## src/rtl/led_code_arbiter.sv

```systemverilog
// Round-robin sharing of one active-low status LED; each requester
// shows its 1-15 flash blink code followed by a dark gap.
module led_code_arbiter #(
  parameter int TICK_DIV  = 50_000,
  parameter int N_REQ     = 4,
  parameter int ON_TICKS  = 200,
  parameter int OFF_TICKS = 200,
  parameter int GAP_TICKS = 1000
) (
  input  logic               clk,
  input  logic               rst_n,
  input  logic [N_REQ-1:0]   req,
  input  logic [4*N_REQ-1:0] code,
  output logic [N_REQ-1:0]   grant,
  output logic               busy,
  output logic               done,
  output logic               led
);

  localparam int MAX01 =
    (ON_TICKS > OFF_TICKS) ? ON_TICKS : OFF_TICKS;
  localparam int MAXT =
    (MAX01 > GAP_TICKS) ? MAX01 : GAP_TICKS;
  localparam int PW = $clog2(TICK_DIV);
  localparam int TW = $clog2(MAXT + 1);
  localparam int IW = $clog2(N_REQ);

  localparam logic [PW-1:0] PLAST = PW'(TICK_DIV - 1);
  localparam logic [TW-1:0] ONL   = TW'(ON_TICKS - 1);
  localparam logic [TW-1:0] OFFL  = TW'(OFF_TICKS - 1);
  localparam logic [TW-1:0] GAPL  = TW'(GAP_TICKS - 1);
  localparam logic [IW-1:0] ILAST = IW'(N_REQ - 1);

  typedef enum logic [2:0] {
    IDLE, LOAD, ON, OFF, GAP
  } state_e;

  state_e           state_q;
  logic [PW-1:0]    presc_q;
  logic [TW-1:0]    timer_q;
  logic [3:0]       cnt_q;
  logic [IW-1:0]    ptr_q;
  logic [IW-1:0]    ptr_d;
  logic [N_REQ-1:0] grant_q;
  logic             busy_q;
  logic             done_q;
  logic             led_q;
  logic             tick;

  logic             found;
  logic [IW-1:0]    win_idx;
  logic [N_REQ-1:0] win_oh;
  logic [3:0]       win_code;

  assign tick  = (presc_q == PLAST);
  assign grant = grant_q;
  assign busy  = busy_q;
  assign done  = done_q;
  assign led   = led_q;

  always_ff @(posedge clk or negedge rst_n) begin
    if (!rst_n) begin
      presc_q <= '0;
    end else if (tick) begin
      presc_q <= '0;
    end else begin
      presc_q <= presc_q + 1'b1;
    end
  end

  // First pass covers ptr..N-1, second pass wraps to 0..ptr-1.
  always_comb begin
    found    = 1'b0;
    win_idx  = '0;
    win_oh   = '0;
    win_code = '0;
    for (int j = 0; j < N_REQ; j++) begin
      if (!found && req[j] && (IW'(j) >= ptr_q)) begin
        found     = 1'b1;
        win_idx   = IW'(j);
        win_oh    = '0;
        win_oh[j] = 1'b1;
        win_code  = code[4*j +: 4];
      end
    end
    for (int j = 0; j < N_REQ; j++) begin
      if (!found && req[j]) begin
        found     = 1'b1;
        win_idx   = IW'(j);
        win_oh    = '0;
        win_oh[j] = 1'b1;
        win_code  = code[4*j +: 4];
      end
    end
    ptr_d = (win_idx == ILAST) ? '0 : win_idx + 1'b1;
  end

  always_ff @(posedge clk or negedge rst_n) begin
    if (!rst_n) begin
      state_q <= IDLE;
      timer_q <= '0;
      cnt_q   <= '0;
      ptr_q   <= '0;
      grant_q <= '0;
      busy_q  <= 1'b0;
      done_q  <= 1'b0;
      led_q   <= 1'b1;
    end else begin
      done_q <= 1'b0;
      if (tick) begin
        timer_q <= timer_q + 1'b1;
      end
      unique case (state_q)
        IDLE: begin
          if (found) begin
            state_q <= LOAD;
            grant_q <= win_oh;
            cnt_q   <= win_code;
            ptr_q   <= ptr_d;
            busy_q  <= 1'b1;
            timer_q <= '0;
          end
        end
        LOAD: begin
          timer_q <= '0;
          if (cnt_q == 4'd0) begin
            state_q <= IDLE;
            done_q  <= 1'b1;
            grant_q <= '0;
            busy_q  <= 1'b0;
          end else begin
            state_q <= ON;
            led_q   <= 1'b0;
          end
        end
        ON: begin
          if (tick && timer_q == ONL) begin
            state_q <= OFF;
            cnt_q   <= cnt_q - 1'b1;
            led_q   <= 1'b1;
            timer_q <= '0;
          end
        end
        OFF: begin
          if (tick && timer_q == OFFL) begin
            timer_q <= '0;
            if (cnt_q != 4'd0) begin
              state_q <= ON;
              led_q   <= 1'b0;
            end else begin
              state_q <= GAP;
            end
          end
        end
        GAP: begin
          if (tick && timer_q == GAPL) begin
            state_q <= IDLE;
            done_q  <= 1'b1;
            grant_q <= '0;
            busy_q  <= 1'b0;
            timer_q <= '0;
          end
        end
        default: state_q <= IDLE;
      endcase
    end
  end

endmodule

```

## config.mk

```make
export PLATFORM = sky130hd
export DESIGN_NAME = led_code_arbiter
export DESIGN_NICKNAME = d
export VERILOG_FILES = /design/src/rtl/led_code_arbiter.sv
export SDC_FILE = /design/constraint.sdc
export NUM_CORES = 1
export LEC_CHECK = 0
export BUFFER_PORTS_ARGS = -buffer_cell sky130_fd_sc_hd__buf_2
export CORE_MARGIN = 2
export CORE_UTILIZATION = 51
export CTS_BUF_LIST = sky130_fd_sc_hd__clkbuf_2
export DETAILED_ROUTE_END_ITERATION = 12
export PLACE_DENSITY_LB_ADDON = 0.08
export SLEW_MARGIN = 20
export SYNTH_ARGS = -nofsm -noshare
export SYNTH_HDL_FRONTEND = slang
export SYNTH_SLANG_ARGS = --single-unit
```

## constraint.sdc

```tcl
create_clock -name clk -period 2.03 [get_ports clk]
set_clock_uncertainty 0.2 [all_clocks]
set_input_delay 0.609 -clock clk [delete_from_list [all_inputs] [get_ports clk]]
set_output_delay 0.609 -clock clk [all_outputs]
set_load 0.05 [all_outputs]
```

Word level (Yosys, flattened, before mapping)

Cells that the tools add are included.

Register bits after elaboration: 42
Bits in latches: 0
Bits in writable memories: 0
ROM bits: 0
Output and inout port bits: 7
Word-level logic and storage cells: 128
Memories kept: 0

$add $sub $neg: 4
Multiply operators: 0
Divide/modulo/power cells: 0
Order comparisons: 4
Eq/ne operators: 15
Shifts and indexed selects: 0
Multiplexer cells: 64
Bitwise logic cells: 0
Reduce and logical (&&, ||, !) cells: 32

Operators by type and width:

| operator                                                          | number |
|---|---|
| two-way mux 4 bit                                                 | 19 |
| two-way mux 10 bit                                                | 4 |
| one-hot mux 10 bit (4 select lines)                               | 1 |
| two-way mux 1 bit                                                 | 19 |
| two-way mux 2 bit                                                 | 9 |
| adder 16 x 1 -> 16 bit (second input constant)                    | 1 |
| equality test 16 bit (second input constant)                      | 1 |
| two-way mux 16 bit                                                | 1 |
| two-way mux 3 bit                                                 | 5 |
| one-hot mux 3 bit (5 select lines)                                | 1 |
| != test 2 bit (second input constant)                             | 7 |
| logical AND 1 bit                                                 | 13 |
| one-hot mux 4 bit (3 select lines)                                | 1 |
| adder 10 x 1 -> 10 bit (second input constant)                    | 1 |
| equality test 10 bit (second input constant)                      | 1 |
| equality test 10 x 8 -> 1 bit (second input constant)             | 1 |
| one-hot mux 4 bit (2 select lines)                                | 1 |
| AND reduction 4 bit                                               | 2 |
| logical NOT 1 bit                                                 | 7 |
| equality test 3 x 2 -> 1 bit (second input constant)              | 2 |
| one-hot mux 1 bit (3 select lines)                                | 2 |
| nonzero test 3 bit                                                | 2 |
| AND reduction 5 bit                                               | 1 |
| greater-or-equal comparator 1 x 2 -> 1 bit (first input constant) | 2 |
| 14 further kinds                                                  | 15 |

Depth between registers and ports, before layout

Gate-level depths: netlist (run 1).

Depth after elaboration: 29
Gate-level depth with buffers: 8
Gate-level depth less buffers: 6

Worst setup path after synthesis (run 1)

OpenSTA, ideal clock, no wires.

Kind: input to register
From: in req[2]
To: reg cnt_q[0]
Data arrival time: 1869 ps
Data required time: 1740 ps
Path slack: -130 ps
Stages: 6
Path buffers: 1
Cell sequence: buf_2 -> or3b_1 -> a311oi_4 -> a222oi_1 -> o22a_1 -> o221ai_1

Word-level cells in the longest chain between the ends: 21
Elaborated cells between the ends (all ways): 29

RTL lines:

| item                                                                      | RTL line | RTL |
|---|---|---|
| start: declaration                                                        | 12       | `input logic [N_REQ-1:0] req,` |
| logical AND 1 bit (2 in series)                                           | 78       | `if (!found && req[j] && (IW'(j) >= ptr_q)) begin` |
| two-way mux 1 bit                                                         | 78       |  |
| logical NOT 1 bit                                                         | 78       |  |
| logical AND 1 bit (2 in series)                                           | 78       |  |
| two-way mux 1 bit                                                         | 78       |  |
| logical NOT 1 bit                                                         | 87       | `if (!found && req[j]) begin` |
| logical AND 1 bit                                                         | 87       |  |
| two-way mux 1 bit                                                         | 87       |  |
| (+3 left out)                                                             | -        |  |
| logical NOT 1 bit                                                         | 87       |  |
| logical AND 1 bit                                                         | 87       |  |
| two-way mux 1 bit                                                         | 87       |  |
| logical NOT 1 bit                                                         | 87       |  |
| logical AND 1 bit                                                         | 87       |  |
| two-way mux 4 bit or two-way mux 1 bit (tied branches)                    | 87       |  |
| two-way mux 4 bit or != test 2 bit (tied branches)                        | -        |  |
| one-hot mux 4 bit (2 select lines) or AND reduction 3 bit (tied branches) | -        |  |
| end signal: assignment                                                    | 118      | `cnt_q <= win_code;` |
| end signal: assignment                                                    | 139      | `cnt_q <= cnt_q - 1'b1;` |
| end: declaration                                                          | 41       | `logic [3:0] cnt_q;` |

Parallel ways exist; a longest one is shown, timed or not. The select of a mux whose other input is x is not followed.
A chain may end at the register's enable or synchronous reset.

Worst setup path after layout (run 1)

From: reg presc_q[10]
To: reg state_q[1]

Word-level cells in the longest chain between the ends: 4
Elaborated cells between the ends (all ways): 7

RTL lines:

| item                                        | RTL line      | RTL |
|---|---|---|
| start: declaration                          | 39            | `logic [PW-1:0] presc_q;` |
| start signal: assignment                    | 67            | `presc_q <= presc_q + 1'b1;` |
| equality test 16 bit (*)                    | 55            | `assign tick = (presc_q == PLAST);` |
| logical AND 1 bit, on equally long branches | 156, 137, 145 |  |
| != test 2 bit (no source line)              | -             |  |
| AND reduction 4 bit (no source line) (*)    | -             |  |
| end signal: assignment                      | 151           | `state_q <= GAP;` |
| end signal: assignment                      | 157           | `state_q <= IDLE;` |
| end signal: assignment                      | 164           | `default: state_q <= IDLE;` |
| end: declaration                            | 38            | `state_e state_q;` |

Mark *: on every way between the ends. The rest lies on a longest branch, timed or not.

==> results.tsv, run 1 <==
stage	metric	value	unit
yosys	Synth cell types	57	
yosys	total standard cell area after synthesis	0.002540	sq mm
pwr	total internal power	1.121	mW
worst_hold_path	worst min-delay path class	register to register	
setup_path	category of the worst setup path capture point	register	
route	number of remaining DRC errors	0	
sta	count of endpoints failing hold in the final timing report	0	
pwr	clock group share of total power	33.1	%
place	global placer's final weighted congestion	0.9351	
die	# IOs	29	
route	number of nets still failing antenna checks after routing	0	
sta	setup repair after global routing missed its margin	true	
route	DR vias	2345	
yosys	synthesis warning total	0	
final_layout	total inserted antenna cells	0	
yosys	cell type with the largest total area after synthesis	dfrtp_1	
setup_path	Worst Path Max Fanout	4	
final_layout	fill cell total of the finished layout	385	
place	post-placement cell count	417	
final_layout	number of non-filler instances in the completed layout	432	
grt	number of global-route vias before repair	2208	
cts	source-to-sink clock delay at the later pin of the worst-skew pair	0.39	ns
yosys	syn_nets	306	
flow_run	count of max-cap constraint violations	0	
setup_path	sort of element at the start of the critical path	register	
sta	slew at the pin with the worst max-slew slack	0.3903	ns
grt	GRT Residual Overflow	0	
route	Starting DRT DRC Count	86	
final_layout	Net count, final	389	
yosys	sequential element share of the synthesized area	41.43	%
cts	maximum number of buffers from clock root to sink	2	
route	vias per cell	5.428	
cts	clock-pin slew reported for the worst setup and hold paths after clock tree synthesis	0.23	ns
die	initial core utilization	53.42	%
status	result of the run	complete, no violations	
sta	Slew Viols, Final	0	
die	Core Box Area	0.004755	sq mm
pwr	power density over the cells	443.7	mW/mm^2
cts	cell at the root of the clock tree	clkbuf_2	
grt	total track usage	23.49	%
pwr	net switching power	0.3729	mW
sta	Max-Slew Margin vs Limit	73.79	%
place	buffers added on ports	28	
sta	Final min period	2.028	ns
yosys	Async S/R FF share, synth	100.0	%
setup_path	Required @ worst endpoint	2.12	ns
yosys	count of flip-flops with a built-in enable after synthesis	0	
setup_path	Arr. time, crit path	2.11	ns
setup_path	Max stage delay cell, worst path	dfrtp_1	
yosys	main area contributors after synthesis	dfrtp_1 (40%), xor2_1 (5.2%), nor2_1 (4.3%)	
die	Die Y-Extent	74.57	um
die	Die Outline Area	0.005561	sq mm
route	Post-Route WL	6.093	mm
die	cell row count	25	
cts	H-tree lvl count	2	
yosys	instance count of the mapped netlist	281	
grt	first-pass GRT wire length	10.09	mm
route	WL/cell	14.10	um
final_layout	Synth-to-Final Area Change	32.51	%
setup_path	Cell Chain, Critical Path	nor4b_2 > and4_4 > buf_6 > nand4b_1 > buf_4 > o21ai_0 > a21oi_1	
setup_path	maximum single-stage delay on the critical path	0.45	ns
sta	timing-limited maximum frequency	0.4932	GHz
pwr	Peak supply drop	0.3277	mV
grt	largest net degree at the start of global routing	43	
final_layout	Sequential Area	0.001055	sq mm
pwr	total power consumption of the routed design	1.493	mW
yosys	primary flip-flop cell chosen by synthesis mapping	dfrtp_1	
yosys	most numerous cell in the Yosys netlist	dfrtp_1	
pwr	combinational fraction of design power	10.1	%
yosys	mean instance size in the synthesized netlist	9.039	sq um
yosys	number of register bits inferred by synthesis	42	
sta	share of the cycle needed by the critical path after routing	99.89	%
final_layout	layout cells sized above 1	33.15	%
pwr	Net Sw Frac	24.97	%
yosys	leading post-synthesis cells by instance count	dfrtp_1 (41), nor2_1 (29), nand2_1 (25), nand3_1 (19), xor2_1 (15)	
place	HPWL after detailed placement	4.546	mm
route	first-pass detailed-route iteration total	4	
pwr	Static Leak	1.551	nW
grt	number of antenna violations at the first check in global routing	0	
pwr	Reg power frac	56.8	%
setup_path	critical setup path kind	register to register	
cts	number of sinks on the clock net	42	
sta	count of final setup violators	0	
die	die width	74.57	um
final_layout	multi-input combinational cell area	0.001500	sq mm
cts	TritonCTS clock tree	yes	
yosys	proportion of netlist area held by the largest area contributor	40.39	%
final_layout	final design utilization	70.79	%
cts	clock buffer count from CTS	5	
## registers in the layout (all words and copies together), names as in the netlist
signal	count
state_q	3
ptr_q	2
busy	1
cnt_q	4
done	1
timer_q	10
presc_q	16
grant	4
led	1
## layer usage
layer	vias up	track usage, %	routed length, um
li1	1174	-	-
met1	1125	33.02	2834
met2	42	37.95	3021
met3	4	4.065	184
met4	0	5.556	53
met5	-	0	0
## what timing repair did
action / 4_1_cts / 5_1_grt
endpoints found under the setup margin: 23 / 26
cloned: 0 / 1
resized for setup: 5 / 22
pin swaps: 2 / 5
hold buffers: 1 / 0
setup buffers: 1 / 4
endpoints found under the hold margin: 41 / 0
## worst max-delay path: cells and delay by family (launching register included)
family                 cells  cell delay, ns
AND/OR/NAND/NOR            3            0.73
flip-flops                 1            0.45
buffers and inverters      2            0.30
AO/OA/AOI/OAI              2            0.25
## area by class of cell
class / instances / share of cell area (%)
Multi-Input combinational cell: 217 / 44.57
Sequential cell: 42 / 31.34
Timing Repair Buffer: 84 / 17.99
Tap cell: 67 / 2.491
Inverter: 14 / 1.561
Clock inverter: 3 / 1.301
Clock buffer: 5 / 0.7435
## through the flow
stage | worst slack, ns | hold WS (ns) | TNS, ns | area [sq um]
after floorplan | -0.05777 | 0.1134 | -0.07034 | 2555
after global placement | -0.2326 | 0.2742 | -3.021 | 3123
after detailed placement | -0.2647 | 0.2825 | -2.511 | 3123
after CTS | 0.02476 | 0.3099 | 0 | 3237
after global routing | -0.09279 | 0.3092 | -0.7752 | 3366
final | 0.002319 | 0.3129 | 0 | 3366
## layout by cell type (no fill, tap or decap), types with 4 or more instances in the layout
cell type	instances
xnor2_1	7
o21ai_0	9
nor2b_1	5
dfrtp_1	39
nand2b_1	6
nand3_1	18
buf_2	27
nand2_1	25
o21ai_1	6
buf_6	4
and3_1	5
clkbuf_2	5
a221oi_1	4
buf_4	50
xor2_1	15
inv_1	13
a21oi_1	10
nor3b_1	5
nand4_1	9
nor3_1	8
nor2_1	27
## final timing paths
kind,to,slack [ns],cells after the start,start
min in group asynchronous,presc_q[5],0.48,3,rst_n
worst max-delay path,state_q[1],0.002,7,presc_q[10]
worst max register to register,state_q[1],0.002,7,presc_q[10]
worst min-delay path,led,0.31,2,led
worst min register to register,led,0.31,2,led
max in group asynchronous,led,0.89,3,rst_n
## power by group through the flow
stage / sequential (mW) / clock (mW) / combinational (mW)
after global placement: 0.862 / 0 / 0.146
after floorplan: 0.869 / 0 / 0.0530
after detailed placement: 0.861 / 0 / 0.147
after global routing: 0.850 / 0.544 / 0.167
final: 0.848 / 0.494 / 0.151
after CTS: 0.848 / 0.511 / 0.149
## logic make-up after synthesis
kind of cell | Yosys count | synth area share, %
and+or+nand+nor | 136 | 29.75
adders and majority gates | 3 | 1.478
DFF | 42 | 41.43
buffers and inverters | 23 | 3.891
xor gates and xnor gates | 23 | 7.931
AOI/OAI and AO/OA | 52 | 14.73
muxes | 2 | 0.7882
No activity file was read; power rests on OpenSTA's default activity.
==> inputs of run 2 (changes only) <==
- CTS_BUF_LIST: sky130_fd_sc_hd__clkbuf_2 -> sky130_fd_sc_hd__clkbuf_8
==> results.tsv, run 2 (synthesis results as in run 1) <==
stage	metric	value	unit
sta	Final min period	2.007	ns
setup_path	Max stage delay cell, worst path	nor3b_1	
sta	timing-limited maximum frequency	0.4983	GHz
final_layout	number of non-filler instances in the completed layout	428	
sta	setup repair after global routing missed its margin	true	
setup_path	sort of element at the start of the critical path	input pin	
route	first-pass detailed-route iteration total	5	
route	vias per cell	5.460	
final_layout	Largest register FFs	16	
final_layout	total inserted antenna cells	0	
die	Die Y-Extent	74.57	um
pwr	power density over the cells	498.7	mW/mm^2
setup_path	Reg-to-Reg End	grant[3]	
cts	total of hold buffers inserted after clock tree synthesis	0	
setup_path	startpoint of the lowest-slack register-to-register path	presc_q[5]	
setup_path	maximum single-stage delay on the critical path	0.39	ns
status	result of the run	complete, no violations	
sta	Max-Slew Margin vs Limit	71.97	%
setup_path	critical setup path kind	input pin to register	
place	HPWL after detailed placement	4.546	mm
setup_path	R2R Setup Slk	0.06	ns
die	cell row count	25	
setup_path	number of cell instances on the worst register-to-register path	5	
grt	number of antenna violations at the first check in global routing	0	
final_layout	register with the most flip-flops	presc_q	
final_layout	commonest non-fill, non-tap cells in the layout	buf_4 (49), dfrtp_1 (40), nor2_1 (28), buf_2 (28), nand2_1 (25)	
sta	share of the cycle needed by the critical path after routing	98.86	%
sta	count of endpoints failing hold in the final timing report	0	
route	number of nets still failing antenna checks after routing	0	
cts	cell at the root of the clock tree	clkbuf_8	
setup_path	Worst Path Max Fanout	5	
setup_path	Arr. time, crit path	1.97	ns
route	Post-Route WL	6.205	mm
final_layout	Synth-to-Final Area Change	31.63	%
final_layout	fill cell total of the finished layout	396	
final_layout	biggest regs	presc_q (16), timer_q (10)	
pwr	Static Leak	1.543	nW
route	Starting DRT DRC Count	105	
route	WL/cell	14.50	um
pwr	Peak supply drop	0.3427	mV
grt	largest net degree at the start of global routing	43	
cts	number of sinks on the clock net	42	
cts	clock-pin slew reported for the worst setup and hold paths after clock tree synthesis	0.09	ns
die	initial core utilization	53.42	%
route	number of remaining DRC errors	0	
place	global placer's final weighted congestion	0.9351	
cts	TritonCTS clock tree	yes	
die	Core Box Area	0.004755	sq mm
cts	maximum number of buffers from clock root to sink	2	
place	post-placement cell count	417	
sta	count of final setup violators	0	
final_layout	Net count, final	385	
setup_path	Cell Chain, Critical Path	buf_2 > buf_4 > nor3b_1 > nand3_2 > o221ai_4 > o22a_1 > o221ai_2	
setup_path	category of the worst setup path capture point	register	
sta	slew at the pin with the worst max-slew slack	0.4196	ns
setup_path	Required @ worst endpoint	2.00	ns
grt	GRT Residual Overflow	0	
sta	Worst Slack Setup Final	0.02308	ns
final_layout	commonest non-fill, non-tap cell in the layout	buf_4	
die	# IOs	29	
final_layout	final design utilization	70.32	%
route	DR vias	2337	
sta	Setup Total Neg Slack	0	ns
grt	number of global-route vias before repair	2214	
place	Setup WS pre-CTS	-0.2647	ns
die	die width	74.57	um
grt	first-pass GRT wire length	10.24	mm
worst_hold_path	worst min-delay path class	input pin to async pin	
grt	total track usage	24.03	%
place	buffers added on ports	28	
flow_run	count of max-cap constraint violations	0	
cts	clock buffer count from CTS	5	
cts	source-to-sink clock delay at the later pin of the worst-skew pair	0.30	ns
final_layout	layout cells sized above 1	31.30	%
sta	Slew Viols, Final	0	
die	Die Outline Area	0.005561	sq mm
cts	H-tree lvl count	2	
[run 2: area by class of cell]
class	instances	area (sq um)	share of cell area, %
Clock inverter	3	43.79	1.310
Inverter	14	52.55	1.572
Clock buffer	5	68.82	2.058
Sequential cell	42	1054	31.51
Multi-Input combinational cell	217	1481	44.31
Timing Repair Buffer	80	559.3	16.73
Tap cell	67	83.83	2.507
[run 2: how the worst max path moves through the flow]
| stage | end | slack, ns | from |
|---|---|---|---|
| after floorplan | cnt_q[0] | -0.06 | req[0] |
| after global placement | cnt_q[0] | -0.23 | req[0] |
| after detailed placement | cnt_q[0] | -0.26 | req[0] |
| after CTS | state_q[0] | 0.03 | presc_q[0] |
| after global routing | cnt_q[0] | -0.05 | req[0] |
| final | cnt_q[0] | 0.02 | req[0] |
[run 2: power by group]
group          total (mW)  internal, mW  switching, mW
Clock               0.671         0.369          0.302
Combinational       0.151        0.0651         0.0858
Sequential          0.846         0.840        0.00535
[run 2: what timing repair did]
item | in CTS | in global routing
setup buffers | 1 | 1
setup endpoints to repair | 19 | 24
pin swaps | 2 | 5
resized for setup | 3 | 17
gates cloned | 0 | 1
[run 2: metrics by stage]
stage | hold WS, ns | total power, mW | cell area [sq um]
2_1_floorplan | 0.1134 | 0.9224 | 2555
3_3_place_gp | 0.2742 | 1.008 | 3123
3_5_place_dp | 0.2825 | 1.008 | 3123
4_1_cts | 0.07116 | 1.678 | 3266
5_1_grt | 0.08150 | 1.734 | 3343
6_report | 0.07207 | 1.667 | 3343
[run 2: metal layers]
metal	vias up	share of wire [%]	track usage, %
met2	54	50	38.64
met3	6	3.4	4.065
met4	0	1.3	6.746
met5	-	0	0
met1	1107	46	33.53
li1	1170	-	-
[run 2: worst max-delay path, delay by kind of cell]
| kind | cells | cell delay, ns |
|---|---|---|
| AOI/OAI and AO/OA | 3 | 0.48 |
| buffers and inverters | 2 | 0.26 |
| and+or+nand+nor | 2 | 0.62 |
